$ cat src/rtl/pipe_pkg.sv
// Shared pipe-word definitions for the MIPS pipeline stage registers: word width,
// the bubble encoding and the skid-buffer occupancy states.
package pipe_pkg;

  localparam int PIPE_W = 65;

  // A bubble is the tag bit alone; tag with any payload bit set is a real word.
  localparam logic [PIPE_W-1:0] PIPE_BUBBLE = {1'b1, {(PIPE_W-1){1'b0}}};

  typedef enum logic [1:0] {
    EMPTY = 2'd0,
    ONE   = 2'd1,
    FULL  = 2'd2
  } skidState_t;

  function automatic logic isBubble(input logic [PIPE_W-1:0] word);
    return word == PIPE_BUBBLE;
  endfunction

endpackage

$ cat src/rtl/pipe_bubble_skid.sv
// Consumer-side pipe stage register with a 2-entry skid buffer and bubble decode.
// Optional bubble counter (bubble_cnt_o) is built only when PIPE_BUBBLE_CNT_EN is defined.
module pipe_bubble_skid
  import pipe_pkg::*;
#(
  parameter int SIZE  = PIPE_W,
  parameter int CNT_W = 16
) (
  input  logic             clk_i,
  input  logic             rst_i,
  input  logic             in_valid_i,
  output logic             in_ready_o,
  input  logic [SIZE-1:0]  data_i,
  output logic             out_valid_o,
  input  logic             out_ready_i,
  output logic [SIZE-1:0]  data_o,
  output logic             bubble_o,
  input  logic             flush_i
`ifdef PIPE_BUBBLE_CNT_EN
  ,
  output logic [CNT_W-1:0] bubble_cnt_o
`endif
);

  localparam logic [SIZE-1:0] BUBBLE_WORD = {1'b1, {(SIZE-1){1'b0}}};

  skidState_t      r_state;
  skidState_t      w_stateNext;
  logic [SIZE-1:0] r_main;
  logic [SIZE-1:0] r_skid;
  logic            w_accept;
  logic            w_send;
  logic            w_loadMainIn;
  logic            w_loadMainSkid;
  logic            w_loadSkid;

  // Handshake outputs decode registered state only, so ready never depends on valid.
  assign in_ready_o  = (r_state != FULL);
  assign out_valid_o = (r_state != EMPTY);
  assign data_o      = r_main;
  assign bubble_o    = out_valid_o && (r_main == BUBBLE_WORD);

  assign w_accept = in_valid_i & in_ready_o;
  assign w_send   = out_valid_o & out_ready_i;

  always_comb begin
    w_stateNext    = r_state;
    w_loadMainIn   = 1'b0;
    w_loadMainSkid = 1'b0;
    w_loadSkid     = 1'b0;
    if (flush_i) begin
      w_stateNext = EMPTY;
    end else begin
      case (r_state)
        EMPTY: begin
          if (w_accept) begin
            w_stateNext  = ONE;
            w_loadMainIn = 1'b1;
          end
        end
        ONE: begin
          if (w_accept && w_send) begin
            w_loadMainIn = 1'b1;
          end else if (w_accept) begin
            w_stateNext = FULL;
            w_loadSkid  = 1'b1;
          end else if (w_send) begin
            w_stateNext = EMPTY;
          end
        end
        FULL: begin
          if (w_send) begin
            w_stateNext    = ONE;
            w_loadMainSkid = 1'b1;
          end
        end
        default: w_stateNext = EMPTY;
      endcase
    end
  end

  always_ff @(posedge clk_i or negedge rst_i) begin
    if (!rst_i) begin
      r_state <= EMPTY;
      r_main  <= '0;
      r_skid  <= '0;
    end else begin
      r_state <= w_stateNext;
      if (flush_i) begin
        r_main <= '0;
        r_skid <= '0;
      end else begin
        if (w_loadMainIn) begin
          r_main <= data_i;
        end else if (w_loadMainSkid) begin
          r_main <= r_skid;
        end
        if (w_loadSkid) begin
          r_skid <= data_i;
        end
      end
    end
  end

`ifdef PIPE_BUBBLE_CNT_EN
  logic [CNT_W-1:0] r_bubbleCnt;
  logic             w_countBubble;

  // A word offered during a flush is dropped, so it is not counted as accepted.
  assign w_countBubble = w_accept && !flush_i && (data_i == BUBBLE_WORD)
                         && (r_bubbleCnt != {CNT_W{1'b1}});

  always_ff @(posedge clk_i or negedge rst_i) begin
    if (!rst_i) begin
      r_bubbleCnt <= '0;
    end else if (w_countBubble) begin
      r_bubbleCnt <= r_bubbleCnt + CNT_W'(1);
    end
  end

  assign bubble_cnt_o = r_bubbleCnt;
`endif

endmodule

$ cat config.mk
export PLATFORM = sky130hd
export DESIGN_NAME = pipe_bubble_skid
export DESIGN_NICKNAME = d
export VERILOG_FILES = /design/src/rtl/pipe_pkg.sv /design/src/rtl/pipe_bubble_skid.sv
export SDC_FILE = /design/constraint.sdc
export NUM_CORES = 1
export LEC_CHECK = 0
export CAP_MARGIN = 20
export CORE_UTILIZATION = 51
export DETAILED_ROUTE_END_ITERATION = 10
export MAX_ROUTING_LAYER = met4
export PLACE_DENSITY_LB_ADDON = 0.3
export SLEW_MARGIN = 15
export SYNTH_ARGS = -nofsm -noshare
export SYNTH_HDL_FRONTEND = slang
export SYNTH_SLANG_ARGS = --single-unit
$ cat constraint.sdc
create_clock -name clk_i -period 2.05 [get_ports clk_i]
set_input_delay 0.41 -clock clk_i [delete_from_list [all_inputs] [get_ports clk_i]]
set_output_delay 0.41 -clock clk_i [all_outputs]
set_load 0.005 [all_outputs]
==> summary.txt <==
DRT iter0 DRCs - 399
Grt total ovfl - 0
Layout Skew - 0.00482 ns
Failing checks - DRC, setup timing
Sequential power share - 40.7%
CP required - 1.64 ns
Final Max Slew Viols - 0
TritonCTS clock tree - yes
Yosys warns - 0
CORE AREA - 0.0116 sq mm
Crit-path max FO - 2
Clock Latency Late Sink - 0.42 ns
P_int - 5.32 mW
RSZ-0062 raised after global routing - yes
Final HPWL DP - 12.0 mm
Clock tree sinks - 132
Root buf cell - clkbuf_16
Clock network power share - 38.2%
Final WL - 17.5 mm
Seq/Total Area, Yosys - 53.8%
Total of max-cap violations - 0
DIE WIDTH - 112 microns
# DRC - 8
Ports - 138
Pwr Density - 803 mW/mm^2
Initial Util - 53.1%
Global-route wire length before repair - 28.6 mm
Peak supply drop - 544 uV
Vias in the first global route - 5727
Critical Path End Type - output port
Leak Pwr - 3.77 nW
Setup TNS - -0.409 ns
ANT cells - 0
Port Buf Inserts - 137
Worst min path class - in2async
Largest net degree at the start of global routing - 48
Synth cell types - 31
Fin. Hold Viols - 0
Worst slew margin - 68.1%
CP Launch Type - flop
Clock buffer depth - 2
Layout cell share with drive strength beyond 1 - 22.9%
Synthesized net count - 686
Detail Route Antenna Nets - 0
Drt wl/cell - 17.9 microns
Initial antenna violation count - 0
Iteration count of the initial detailed-routing pass - 8
Global Route Usage Sum - 30.7%
Status - finished with violations
Fin crit share - 120%
Syn Inst Count - 616
Flop2flop setup slack - 0.39 ns
Post-route worst setup slack - -0.409 ns
NumNets Final - 896
Die ar. - 0.0125 sq mm
RD Place Congestion - 0.880
Clock slew seen by the registers of the worst setup and hold paths - 0.05 ns
Critical Path AT - 2.05 ns
CP Class - reg2out
Via count - 5512
Die Span Y - 112 microns
Synth Cell Area - 0.00614 sq mm
Drt via density - 5.62
Max Clock Freq - 407 MHz
Sw Ratio - 25.2%
Num CTS Buffers - 17
Psw - 1.79 mW
Row cnt - 39
Yosys reg bits - 132
Final setup vio count - 1
H-tree depth - 4
Area Overhead vs Synth - 44.2%
Tmin final - 2.46 ns
Slew @ Worst Pin - 0.474 ns
Syn avg cell area - 9.97 sq um
Pwr Total - 7.11 mW
Logic pwr share - 21.1%
-- critical path, cell delays in order, from the launching register on --
cell     delay (ns)
dfrtp_1        0.41
nor4_4         0.31
nand3_1        0.10
or3_1          0.39
nor4_2         0.24
buf_2          0.17
-- layout make-up --
class                      instances  area, sq um
clock inverter                     5         25.0
fill                             747         2710
sequential                       132         3300
inverter                           1         3.75
multi-input combinational        433         2580
clock buffer                      26          499
timing repair buffer             241         2270
tap                              143          179
-- Yosys cell counts, drive strengths merged --
library cell | number | share of area [%]
a21oi | 68 | 5.6
nor3 | 3 | 0.33
and2b | 1 | 0.16
nand2 | 200 | 12
nor4 | 15 | 1.7
nand2b | 3 | 0.43
or2 | 1 | 0.10
or3 | 1 | 0.10
nand4 | 2 | 0.20
nand3 | 2 | 0.16
inv | 1 | 0.061
nor2 | 2 | 0.12
mux2i | 1 | 0.16
buf | 39 | 4.3
a2bb2oi | 65 | 14
nor4b | 1 | 0.14
o21ai | 66 | 5.4
nor2b | 2 | 0.24
clkbuf | 11 | 0.67
dfrtp | 132 | 54
-- timing repair --
item / 4_1_cts / 5_1_grt
pin swaps: 5 / 1
buffers inserted: 1 / 1
hold buffers: 1 / 0
gates resized for setup: 9 / 1
endpoints found under the setup margin: 3 / 1
hold endpoints to repair: 42 / 0
-- sequential cells by signal, summed over array words and instances (netlist names) --
register  flops
data_o       65
r_state       2
r_skid       65
-- routing by layer --
layer	track usage [%]	share of wire [%]	wire length, microns
met1	35.5	40	6940
met2	50.9	52	9070
met3	6.04	5.5	967
met4	16.0	3.1	552
met5	-	0	0
-- final timing paths --
| path | from | end | cells after the start |
|---|---|---|---|
| max | data_o[14]$_DFFE_PN0P_ | bubble_o | 5 |
| max in group asynchronous | rst_i | r_state[0]$_DFFE_PN0P_ | 3 |
| max reg2reg | r_state[1]$_DFFE_PN0P_ | r_skid[63]$_DFFE_PN0P_ | 7 |
| min in group clk_i | r_skid[40]$_DFFE_PN0P_ | r_skid[40]$_DFFE_PN0P_ | 2 |
| min reg2reg | r_skid[40]$_DFFE_PN0P_ | r_skid[40]$_DFFE_PN0P_ | 2 |
| min | rst_i | r_skid[53]$_DFFE_PN0P_ | 2 |
-- stage by stage --
step                      worst slack (ns)  std cells  utilization, %  area [sq um]  hold slack, ns
after floorplan                      0.275        616               -          6140           0.114
after global placement              -0.396        947            71.7          8290           0.374
after detailed placement            -0.409        947            71.7          8290           0.379
after CTS                           -0.408        980            76.5          8840           0.507
after global routing                -0.473        981            76.6          8860           0.526
final                               -0.409        981            76.6          8860           0.501
-- cells by family after synthesis --
family | synth area share (%)
compound gates | 24.9
buf+inv | 5.05
flops | 53.8
mux | 0.163
simple gates | 16.0
-- power groups by stage --
stage               Sequential (mW)  Combinational (mW)  Clock (mW)
floorplan                      2.97               0.545           0
global placement               2.91                1.46           0
detailed placement             2.92                1.48           0
CTS                            2.89                1.50        2.73
global route                   2.91                1.60        2.83
finish                         2.89                1.50        2.71
-- cells in the final DEF (no fill, tap or decap), types with 2 or more instances in the layout --
cell type | Yosys | routed
nor4_1 | 13 | 11
nand2b_1 | 2 | 2
nand4_1 | 2 | 2
clkbuf_8 | 0 | 4
a2bb2oi_2 | 46 | 46
a21oi_1 | 67 | 67
dlygate4sd2_1 | 0 | 2
clkbuf_1 | 11 | 5
clkinv_2 | 0 | 5
buf_4 | 11 | 93
o21ai_1 | 33 | 33
clkdlybuf4s50_1 | 0 | 132
nand2_2 | 2 | 2
nand2_1 | 198 | 197
nor3_1 | 2 | 2
nand3_1 | 2 | 2
clkbuf_16 | 0 | 17
buf_2 | 20 | 2
a2bb2oi_1 | 19 | 19
o21ai_0 | 33 | 33
nor4_2 | 2 | 3
buf_12 | 0 | 10
dfrtp_1 | 132 | 131
No activity file was read; power rests on OpenSTA's default activity.
